===== config.mk =====
export PLATFORM = sky130hd
export DESIGN_NAME = branch_sequencer
export DESIGN_NICKNAME = d
export VERILOG_FILES = /design/src/rtl/cpu_pkg.sv /design/src/rtl/pc_unit.sv /design/src/rtl/branch_sequencer.sv
export SDC_FILE = /design/constraint.sdc
export NUM_CORES = 1
export LEC_CHECK = 0
export CORE_ASPECT_RATIO = 1.2
export CORE_UTILIZATION = 47
export CTS_BUF_LIST = sky130_fd_sc_hd__clkbuf_4 sky130_fd_sc_hd__clkbuf_8 sky130_fd_sc_hd__clkbuf_16
export CTS_CLUSTER_SIZE = 24
export DETAILED_ROUTE_END_ITERATION = 16
export GPL_ROUTABILITY_DRIVEN = 0
export MAX_ROUTING_LAYER = met4
export PLACE_DENSITY = 0.84
export SLEW_MARGIN = 5
export SYNTH_ARGS = -nofsm -noshare
export SYNTH_HDL_FRONTEND = slang
export SYNTH_SLANG_ARGS = --single-unit

===== constraint.sdc =====
create_clock -name i_clk -period 2.5 [get_ports i_clk]
set_input_delay 0.5 -clock i_clk [delete_from_list [all_inputs] [get_ports i_clk]]
set_output_delay 0.5 -clock i_clk [all_outputs]
set_load 0.03 [all_outputs]

===== src/rtl/cpu_pkg.sv =====
// Shared definitions for the 16-bit core's program-flow control.
package cpu_pkg;

  localparam int          ADDR_W   = 16;
  localparam logic [15:0] RESET_PC = 16'h0000;
  localparam int          JCTRL_W  = 6;
  localparam int          WORD_W   = 16;

  typedef enum logic [2:0] {
    FETCH = 3'd0,
    WAIT  = 3'd1,
    EXEC  = 3'd2,
    JEVAL = 3'd3,
    HALT  = 3'd4
  } seq_state_t;

endpackage


===== src/rtl/pc_unit.sv =====
// Program counter register with wrapping incrementer and jump-target mux.
module pc_unit #(
  parameter int                ADDR_W   = cpu_pkg::ADDR_W,
  parameter logic [ADDR_W-1:0] RESET_PC = cpu_pkg::RESET_PC
) (
  input  logic              clk,
  input  logic              rst_n,
  input  logic              load,
  input  logic              inc,
  input  logic [ADDR_W-1:0] target,
  output logic [ADDR_W-1:0] pc
);

  // A taken jump wins over the increment; the add wraps modulo 2^ADDR_W.
  always_ff @(posedge clk or negedge rst_n) begin
    if (!rst_n) begin
      pc <= RESET_PC;
    end else if (load) begin
      pc <= target;
    end else if (inc) begin
      pc <= pc + 1'b1;
    end
  end

endmodule


===== src/rtl/branch_sequencer.sv =====
// Fetch/execute/jump-evaluate sequencer: owns the PC, the carry flag and the
// registered inputs of the external jump-condition unit.
module branch_sequencer
  import cpu_pkg::*;
#(
  parameter int                ADDR_W   = cpu_pkg::ADDR_W,
  parameter logic [ADDR_W-1:0] RESET_PC = cpu_pkg::RESET_PC
) (
  input  logic               i_clk,
  input  logic               i_rst_n,
  output logic               o_imem_req,
  output logic [ADDR_W-1:0]  o_imem_addr,
  input  logic               i_imem_ack,
  input  logic [WORD_W-1:0]  i_imem_data,
  output logic [WORD_W-1:0]  o_instr,
  output logic               o_instr_valid,
  input  logic               i_exec_done,
  input  logic               i_carry_we,
  input  logic               i_carry_in,
  input  logic               i_is_jump,
  input  logic [JCTRL_W-1:0] i_jCtrl,
  input  logic [WORD_W-1:0]  i_jCondVal,
  input  logic [ADDR_W-1:0]  i_jump_target,
  output logic               o_carry,
  output logic [JCTRL_W-1:0] o_jCtrl,
  output logic [WORD_W-1:0]  o_jCondVal,
  input  logic               i_cond,
  input  logic               i_halt,
  output logic               o_halted,
  output logic [WORD_W-1:0]  o_retired
);

  seq_state_t        state;
  logic              pc_load;
  logic              pc_inc;
  logic [ADDR_W-1:0] pc;

  // PC moves on a finished non-jump, or once the jump condition is known.
  always_comb begin
    pc_load = 1'b0;
    pc_inc  = 1'b0;
    if (state == EXEC && i_exec_done && !i_is_jump) begin
      pc_inc = 1'b1;
    end
    if (state == JEVAL) begin
      pc_load = i_cond;
      pc_inc  = !i_cond;
    end
  end

  pc_unit #(
    .ADDR_W   (ADDR_W),
    .RESET_PC (RESET_PC)
  ) u_pc (
    .clk    (i_clk),
    .rst_n  (i_rst_n),
    .load   (pc_load),
    .inc    (pc_inc),
    .target (i_jump_target),
    .pc     (pc)
  );

  assign o_imem_addr = pc;

  // Main sequencer; all control outputs are registered here. The jump-condition
  // inputs are only written on a jumping done, so they hold otherwise.
  always_ff @(posedge i_clk or negedge i_rst_n) begin
    if (!i_rst_n) begin
      state         <= FETCH;
      o_imem_req    <= 1'b0;
      o_instr       <= '0;
      o_instr_valid <= 1'b0;
      o_carry       <= 1'b0;
      o_jCtrl       <= '0;
      o_jCondVal    <= '0;
      o_halted      <= 1'b0;
      o_retired     <= '0;
    end else begin
      o_instr_valid <= 1'b0;
      case (state)
        FETCH: begin
          if (i_halt) begin
            state      <= HALT;
            o_halted   <= 1'b1;
            o_imem_req <= 1'b0;
          end else begin
            state      <= WAIT;
            o_imem_req <= 1'b1;
          end
        end
        WAIT: begin
          if (i_imem_ack) begin
            o_instr       <= i_imem_data;
            o_instr_valid <= 1'b1;
            o_imem_req    <= 1'b0;
            state         <= EXEC;
          end
        end
        EXEC: begin
          if (i_exec_done) begin
            if (i_carry_we) begin
              o_carry <= i_carry_in;
            end
            o_retired <= o_retired + 1'b1;
            if (i_is_jump) begin
              o_jCtrl    <= i_jCtrl;
              o_jCondVal <= i_jCondVal;
              state      <= JEVAL;
            end else begin
              state <= FETCH;
            end
          end
        end
        JEVAL: begin
          state <= FETCH;
        end
        HALT: begin
          o_halted   <= 1'b1;
          o_imem_req <= 1'b0;
        end
        default: begin
          state      <= FETCH;
          o_imem_req <= 1'b0;
        end
      endcase
    end
  end

endmodule


==> summary.txt <==
Outcome = complete, no violations
Die W = 81.5 µm
Core Util, Final = 71.7%
Clk_lat worst skew = 0.34 ns
Family with the most delay on the worst path = buffers and inverters
Max Root-Sink Buffers = 2
Synth Cell Area = 0.00356 mm²
Worst-Margin Slew = 0.652 ns
CTS root buffer = clkbuf_8
Share of cells above drive strength 1 = 14.8%
# DRC = 0
Initial DRC Count = 75
Max VDD drop = 0.634 mV
Final period utilization = 81.8%
Fin. max-slew vios = 0
Crit path time final = 2.05 ns
Slowest stage cell, crit path = clkdlybuf4s50_1
Post-CTS setup buffer count = 0
Slew headroom = 56.6%
CTS clk-pin slew, worst paths = 0.08 ns
# port buffers = 136
Row count = 34
FFs w/ async S/R, synth = 100%
Initial antenna violation count = 0
Required time worst endpoint = 2.00 ns
CTS Buf Count = 9
CTS tree = built
Area growth syn-to-layout = 46.5%
Largest area contributor in the netlist = dfrtp_1
Final setup vio count = 0
Hold buffer count at cts = 0
CTS sink cnt = 77
Core Region = 0.00727 mm²
H-tree levels = 3
Fillers = 529
Grt total ovfl = 0
Vias in the first global route = 2865
Sequential area share after synthesis = 54.1%
Synthesized flop and latch total = 77
Clk_skew = 0.0109 ns
Total length of routed wires = 8380 µm
Detailed Routing Iterations Pass 1 = 5
Maxcap violations = 0
Crit path kind = flip-flop to output pin
DP Area = 0.00504 mm²
Gate count after technology mapping = 288
Vias/cell = 5.51
Final hold vios = 0
Critical Path Start Type = flip-flop
Die area = 0.00793 mm²
ANT nets after route = 0
Critical path arrival = 1.55 ns
Pwr dens = 890 mW/mm²
EDFF count, synth = 0
Distinct cells, synth = 54
Average size of a mapped cell = 12.4 µm²
Average wire per standard cell = 16.0 µm
Initial core utilization = 49.0%
Net count, final = 493
Total track usage = 23.5%
Maximum number of pins on one net before global-route repair = 51
Ports = 137
Total number of vias = 2884
Cells resized by post-CTS repair = 0
Die Ht = 97.4 µm
Post-DP HPWL = 6080 µm
LEAKAGE = 0.00228 µW
Tot Pwr = 4640 µW
CP Capture Type = output pin
Synth top area cells = dfrtp_1 54%, mux2_4 8.4%, mux2_2 3.2%, mux2_1 2.8%, xnor2_1 2.7%
Ant. Diodes = 0
YS warnings = 0
Slowest Stage Delay on Critical Path = 0.72 ns
Crit-path max FO = 8
Synth Net Count = 353
Hold Path Class = input pin to async pin
TNS Setup = 0 ns
Worst path bufs/invs = 1
Final instance area = 0.00522 mm²
First-pass GRT wire length = 13800 µm
RSZ-0062 raised after global routing = no
Yosys top cell area share = 54.1%
FMAX = 489 MHz
Primary FF master, synth = dfrtp_1
Cells along the critical path = clkdlybuf4s50_1
-- registers in the layout (all words and copies together) (netlist names) --
name,cells
o_instr_valid,1
o_instr,16
o_jCondVal,16
o_retired,16
o_jCtrl,6
o_carry,1
u_pc.pc,16
o_halted,1
o_imem_req,1
state,3
-- metal layers --
| metal | global-route usage, % | vias to the layer above | part of all wire, % |
|---|---|---|---|
| li1 | - | 1325 | - |
| met1 | 29.9 | 1415 | 40 |
| met2 | 36.7 | 131 | 51 |
| met3 | 5.35 | 13 | 7.0 |
| met4 | 7.42 | 0 | 1.5 |
| met5 | - | - | 0 |
-- area by class of cell --
cell class                 instances  area, µm²  area share [%]
sequential                        77       1930            36.9
clock buffer                      11        139            2.66
tap                               90        113            2.16
multi-input combinational        196       1540            29.5
timing repair buffer             142       1450            27.9
inverter                           2       7.51           0.144
clock inverter                     5       36.3           0.696
-- layout by cell type, fill, tap and decap left out, types with 3 or more instances in the layout --
cell,Yosys,routed
xor2_1,4,4
mux2_4,20,20
and2_1,3,3
o21ai_0,10,10
nor3_1,3,3
buf_12,0,4
nor2b_1,3,3
nand2_1,20,20
clkbuf_8,0,9
clkdlybuf4s50_1,0,135
nand3_1,15,15
buf_4,1,3
nor2_1,15,15
o22a_1,3,3
mux2_1,9,9
clkinvlp_4,0,3
o21ai_1,3,3
and3_1,6,6
and4_1,4,4
a21oi_1,13,13
a22oi_1,3,3
mux2_2,10,10
dfrtp_1,77,77
nand4_1,4,4
xnor2_1,11,11
-- report_power, final --
| part | total (µW) | internal [µW] | switching (µW) |
|---|---|---|---|
| Sequential | 1860 | 1570 | 280 |
| Combinational | 1950 | 956 | 990 |
| Clock | 841 | 385 | 456 |
-- through the flow --
stage                     hold slack, ns  setup WS [ns]  cells
after floorplan                    0.204          0.723    288
after global placement             0.456          0.360    507
final                              0.188          0.455    523
after CTS                          0.209          0.449    523
after global routing               0.239          0.396    523
after detailed placement           0.471          0.284    507
-- final timing paths --
check                                           from                         to  slack, ns  cells past startpoint
hold reg to reg            o_retired[15]$_DFFE_PN0P_  o_retired[15]$_DFFE_PN0P_       0.48                      1
hold / removal                               i_rst_n     u_pc.pc[6]$_DFFE_PN0P_       0.19                      1
setup reg to reg                state[1]$_DFFE_PN0P_     o_jCtrl[4]$_DFFE_PN0P_       0.60                      5
min in group i_clk         o_retired[15]$_DFFE_PN0P_  o_retired[15]$_DFFE_PN0P_       0.48                      1
max in group asynchronous                    i_rst_n     o_instr[9]$_DFFE_PN0P_       1.71                      2
setup / recovery              u_pc.pc[2]$_DFFE_PN0P_             o_imem_addr[2]       0.45                      1
-- Yosys cell counts (6+ instances only) --
cell	n
a21oi_1	13
and3_1	6
buf_2	9
dfrtp_1	77
mux2_1	9
mux2_2	10
mux2_4	20
nand2_1	20
nand3_1	15
nor2_1	15
o21ai_0	10
xnor2_1	11
-- cell families after synthesis --
logic type	Yosys count	synth area share, %
xor gates and xnor gates	15	3.69
DFF	77	54.1
buffers and inverters	15	2.64
and+or+nand+nor	89	15.1
AOI/OAI and AO/OA	50	9.03
adders and majority gates	2	0.703
muxes	40	14.7
Power figures use the tool's default switching activity.
==> RTL edit 1 (same flow settings) <==
Make the reset (`i_rst_n` and `rst_n`) synchronous in 2 clocked blocks.
--- a/src/rtl/pc_unit.sv
+++ b/src/rtl/pc_unit.sv
@@ -12,7 +12,7 @@
 );
 
   // A taken jump wins over the increment; the add wraps modulo 2^ADDR_W.
-  always_ff @(posedge clk or negedge rst_n) begin
+  always_ff @(posedge clk) begin
     if (!rst_n) begin
       pc <= RESET_PC;
     end else if (load) begin
--- a/src/rtl/branch_sequencer.sv
+++ b/src/rtl/branch_sequencer.sv
@@ -64,7 +64,7 @@
 
   // Main sequencer; all control outputs are registered here. The jump-condition
   // inputs are only written on a jumping done, so they hold otherwise.
-  always_ff @(posedge i_clk or negedge i_rst_n) begin
+  always_ff @(posedge i_clk) begin
     if (!i_rst_n) begin
       state         <= FETCH;
       o_imem_req    <= 1'b0;
Behaviour: differs if i_rst_n is asserted again (counterexample within 4 cycles, from zero or initial values and one cycle with i_rst_n low); with i_rst_n held inactive, the same outputs for 10 cycles.
==> RTL edit 1 against the original RTL <==
Worst setup slack worse by 9.7 ps; wire length increased by 8.4%; synthesized area down 4.8%; sequential cell count unchanged; design area down 3.5%; clock skew shrank 1.0 ps; critical path depth is the same.
Power is not compared: it rests on default switching activity, and its combinational part moved more than twofold at a synthesized area within 25%.
==> RTL edit 1: results (changes against the original RTL) <==
[setup_path]
reg2reg_from = u_pc.pc[0]
arrival_ps = 1550  ; about the same
critPathMaxFanout = 9  ; +1
cpPeakStageDelay_ps = 750  ; +30 ps

[run_status]
status = finished clean

[routing]
drt-vias-per-instance = 5.415  ; -1.8%
drt_iter0_drc = 125  ; +67%
detail_route.wl_per_cell_um = 14.10  ; -12%
first_pass_iters = 4  ; -1

[logic_synthesis]
synthXorXnorAreaFrac = 0.02326  ; -0.01364
synth_common_cells = 108 x nand2_1, 77 x dfxtp_1, 53 x a21oi_1, 19 x nor2_1, 13 x clkbuf_1
synth_mux_area_frac = 0.01809  ; -0.1291
synth-compound-area-share = 0.1602  ; +0.06990
ys.flop_type = dfxtp_1
syn_nets = 485  ; +37%
ys_async_sr_fraction = 0  ; -1.000
synthAdderAreaFrac = 0.007383  ; +0.0003554
syn_avg_cell_area_um2 = 8.070  ; -35%
synth_most_common_cell = nand2_1
ys_types = 55  ; +1.9%

[power_and_ir_drop]
max-vdd-ir-drop_v = 0.0005304

[layout]
final_layout_size_suffix_gt1_frac = 0.06643  ; -0.08138
antennaDiodeCount = 0  ; unchanged
num-fill-cells = 544  ; +2.8%
fin_nets = 617  ; +25%

[worst_hold_path]
min_path_type = reg -> reg

[placement]
numPlacedInstances = 628  ; +24%
place_ws_ps = 241.8  ; -42.63 ps
hpwl_um = 6510  ; +7.0%
place_area_um2 = 4827  ; -4.2%

[clocking]
cts_root_buf = clkbuf_8
post_cts_buffers = 0  ; unchanged

[global_routing]
grt_pass1_wl_um = 14740  ; +6.5%
grt_pass1_vias = 3355  ; +17%
grt_usage = 0.2528  ; +0.01814
grt_max_degree = 25  ; -51%

[sta]
worst_slew_pin_slew_ps = 587.0  ; -64.67 ps
period_needed_ps = 2055  ; +9.679 ps
skew_ps = 9.930  ; -1.001 ps

-- RTL edit 1: cell types whose count changed in the layout (fill, tap and decap cells not counted), moves of 7 or more --
cell	unedited run	this run
nand4_1	4	12
nand2b_1	0	7
mux2_4	20	0
mux2_2	10	1
buf_4	3	12
dfrtp_1	77	0
dfxtp_1	0	77
a21oi_1	13	53
nand2_1	20	108
mux2_1	9	0
-- RTL edit 1: cells by family after synthesis --
logic type,count (synthesis)
simple gates,205
xor+xnor,9
fa+ha+maj,2
buf+inv,28
mux,6
compound gates,93
flops,77
-- RTL edit 1: area by class of cell --
| class | count | area [um^2] | share of cell area |
|---|---|---|---|
| Clock inverter | 6 | 70.07 | 0.01392 |
| Multi-Input combinational cell | 315 | 1722 | 0.3419 |
| Sequential cell | 77 | 1541 | 0.3062 |
| Clock buffer | 10 | 137.6 | 0.02734 |
| Timing Repair Buffer | 148 | 1451 | 0.2883 |
| Inverter | 1 | 3.754 | 0.0007455 |
| Tap cell | 87 | 108.9 | 0.02162 |
-- RTL edit 1: power groups by stage --
stage          clock [mW]  sequential, mW  combinational, mW
3_5_place_dp            0            1.30              0.276
3_3_place_gp            0            1.30              0.274
5_1_grt              1.04            1.28              0.297
4_1_cts             0.988            1.28              0.278
2_1_floorplan           0            1.33             0.0812
6_report            0.960            1.28              0.277
-- RTL edit 1: final timing paths --
| path | end | slack, ps | depth (start not counted) |
|---|---|---|---|
| setup / recovery | o_imem_addr[11] | 450 | 1 |
| setup reg to reg | u_pc.pc[10] | 520 | 5 |
| hold reg to reg | o_jCondVal[9] | 450 | 2 |
| hold / removal | o_jCondVal[9] | 450 | 2 |
-- RTL edit 1: layer usage --
layer	track usage	up-vias	routed length, um
li1	-	1723	-
met4	0.1045	0	93
met5	-	-	0
met1	0.2747	1617	3710
met2	0.4345	134	4675
met3	0.06699	13	599
==> RTL edit 2 (same flow settings) <==
Made on the original files. The package constant `WORD_W` goes from 16 to 24.
--- a/src/rtl/cpu_pkg.sv
+++ b/src/rtl/cpu_pkg.sv
@@ -4,7 +4,7 @@
   localparam int          ADDR_W   = 16;
   localparam logic [15:0] RESET_PC = 16'h0000;
   localparam int          JCTRL_W  = 6;
-  localparam int          WORD_W   = 16;
+  localparam int          WORD_W   = 24;
 
   typedef enum logic [2:0] {
     FETCH = 3'd0,
Ports: changed (5 resized); port bits go from 137 to 177. The function was not compared with the original's and may differ.
==> RTL edit 2 against the original RTL <==
Sequential cell count increased by 24; fmax decreased by 1.9%; first-iteration DRC count increased by 52%; non-clock buffer count increased by 42; design area increased by 24%; register-to-register slack got worse by 140 ps; worst setup slack got worse by 39 ps; die area increased by 22%; synthesized area increased by 22%; total power increased by 5.6%; wire length increased by 30%.
==> RTL edit 2: results (changes against the original RTL) <==
[clocking]
cts_root_buf = clkbuf_8
post_cts_buffers = 0  ; unchanged
cts_made_buffers = 9  ; unchanged
cts-htree-levels = 3  ; unchanged
cts_resized = 0  ; unchanged
path_clk_slew_ps = 90
insertion_delay_ps = 370  ; +30 ps
hold_buffers = 1  ; +1
clk_path_buf_depth = 2  ; unchanged

[layout]
antennaDiodeCount = 0  ; unchanged
final_layout_size_suffix_gt1_frac = 0.1601  ; +0.01234
reg_top3 = o_instr x24, o_jCondVal x24, o_retired x24
fin_nets = 613  ; +24%
num-fill-cells = 642  ; +21%

[sta]
finalMaxSlewViolations = 0  ; unchanged
relSlewSlack = 0.4756  ; -0.08998
setup_viol = 0  ; unchanged
skew_ps = 7.610  ; -3.321 ps

[run_status]
status = finished clean

[setup_path]
critPathMaxFanout = 8  ; unchanged
slowest_stage = clkdlybuf4s50_1
cp_top_family = buffers and inverters
cpPeakStageDelay_ps = 740  ; +20 ps

[logic_synthesis]
ys_seq_area_frac = 0.5796  ; +0.03852
synth_common_cells = 101 x dfrtp_1, 56 x mux2_2, 22 x nand2_1, 17 x nand3_1, 14 x nor3_1
ys_async_sr_fraction = 1.000  ; unchanged
synthTopCellsByArea = dfrtp_1 58%, mux2_2 14%, xor2_1 2.6%
yosysWarningCount = 0  ; unchanged
syn_nets = 432  ; +22%
ys_types = 47  ; -13%

[global_routing]
grt_pass1_vias = 3658  ; +28%
grt_max_degree = 60  ; +18%
grt_antenna_before_repair = 0  ; unchanged
grt_pass1_wl_um = 17790  ; +29%
grt_usage = 0.2410  ; +0.006396

[worst_hold_path]
min_path_type = reg -> reg

[routing]
drt_iter0_drc = 114  ; +52%
drt-vias-per-instance = 5.342  ; -3.1%
detail_route.wl_per_cell_um = 16.56  ; +3.4%
first_pass_iters = 4  ; -1

[placement]
hpwl_um = 7994  ; +31%
port_buffers = 176  ; +29%
place_ws_ps = 67.82  ; -216.7 ps

[power_and_ir_drop]
power.leakage_nw = 2.847  ; +25%
max-vdd-ir-drop_v = 0.0006086  ; -4.0%
p_comb_frac = 0.357  ; -0.062
switching_power_mw = 1.663  ; -3.7%
clock_power_mw = 1.00  ; +19%

==> RTL edit 2: through the flow <==
step,cells,hold WS [ps],util,power (mW),instance area [um^2]
after global placement,640,370.2,0.6940,3.894,6270
after detailed placement,640,374.9,0.6940,3.945,6270
after global routing,657,496.1,0.7163,5.117,6471
final,657,475.6,0.7163,4.903,6471
after floorplan,351,204.4,-,3.079,4360
after CTS,657,473.3,0.7163,4.945,6471
==> RTL edit 2: final cells by class <==
class / instances / area share
Timing Repair Buffer: 184 / 0.2854
Tap cell: 120 / 0.02320
Clock inverter: 3 / 0.002900
Multi-Input combinational cell: 232 / 0.2689
Clock buffer: 13 / 0.02668
Sequential cell: 101 / 0.3906
Inverter: 4 / 0.002320
==> RTL edit 2: cells by family (layout without fill, tap and decap cells) <==
logic type      count (synthesis)  count (layout)  share of synthesized area
simple gates                  106             106                     0.1377
xor+xnor                       23              23                    0.04620
mux                            56              56                     0.1446
fa+ha+maj                       2               2                   0.005738
flops                         101             101                     0.5796
buf+inv                        18             204                    0.02123
compound gates                 45              45                    0.06485
==> RTL edit 2: metal layers <==
metal  routed length (um)  GRT usage  up-vias
li1                     -          -     1636
met1                 4516     0.2949     1719
met2                 5569     0.3962      132
met3                  529    0.04308       23
met4                  266     0.1060        0
met5                    0          -        -
==> RTL edit 2: worst paths after layout <==
check / startpoint / endpoint / slack, ps / cells past startpoint
min in group asynchronous: i_rst_n / o_jCondVal[13] / 530 / 2
max in group asynchronous: i_rst_n / u_pc.pc[11] / 1330 / 3
max: u_pc.pc[4] / o_imem_addr[4] / 420 / 1
max reg2reg: state[0] / o_retired[23] / 460 / 4
min: o_retired[23] / o_retired[23] / 480 / 1
min reg2reg: o_retired[23] / o_retired[23] / 480 / 1
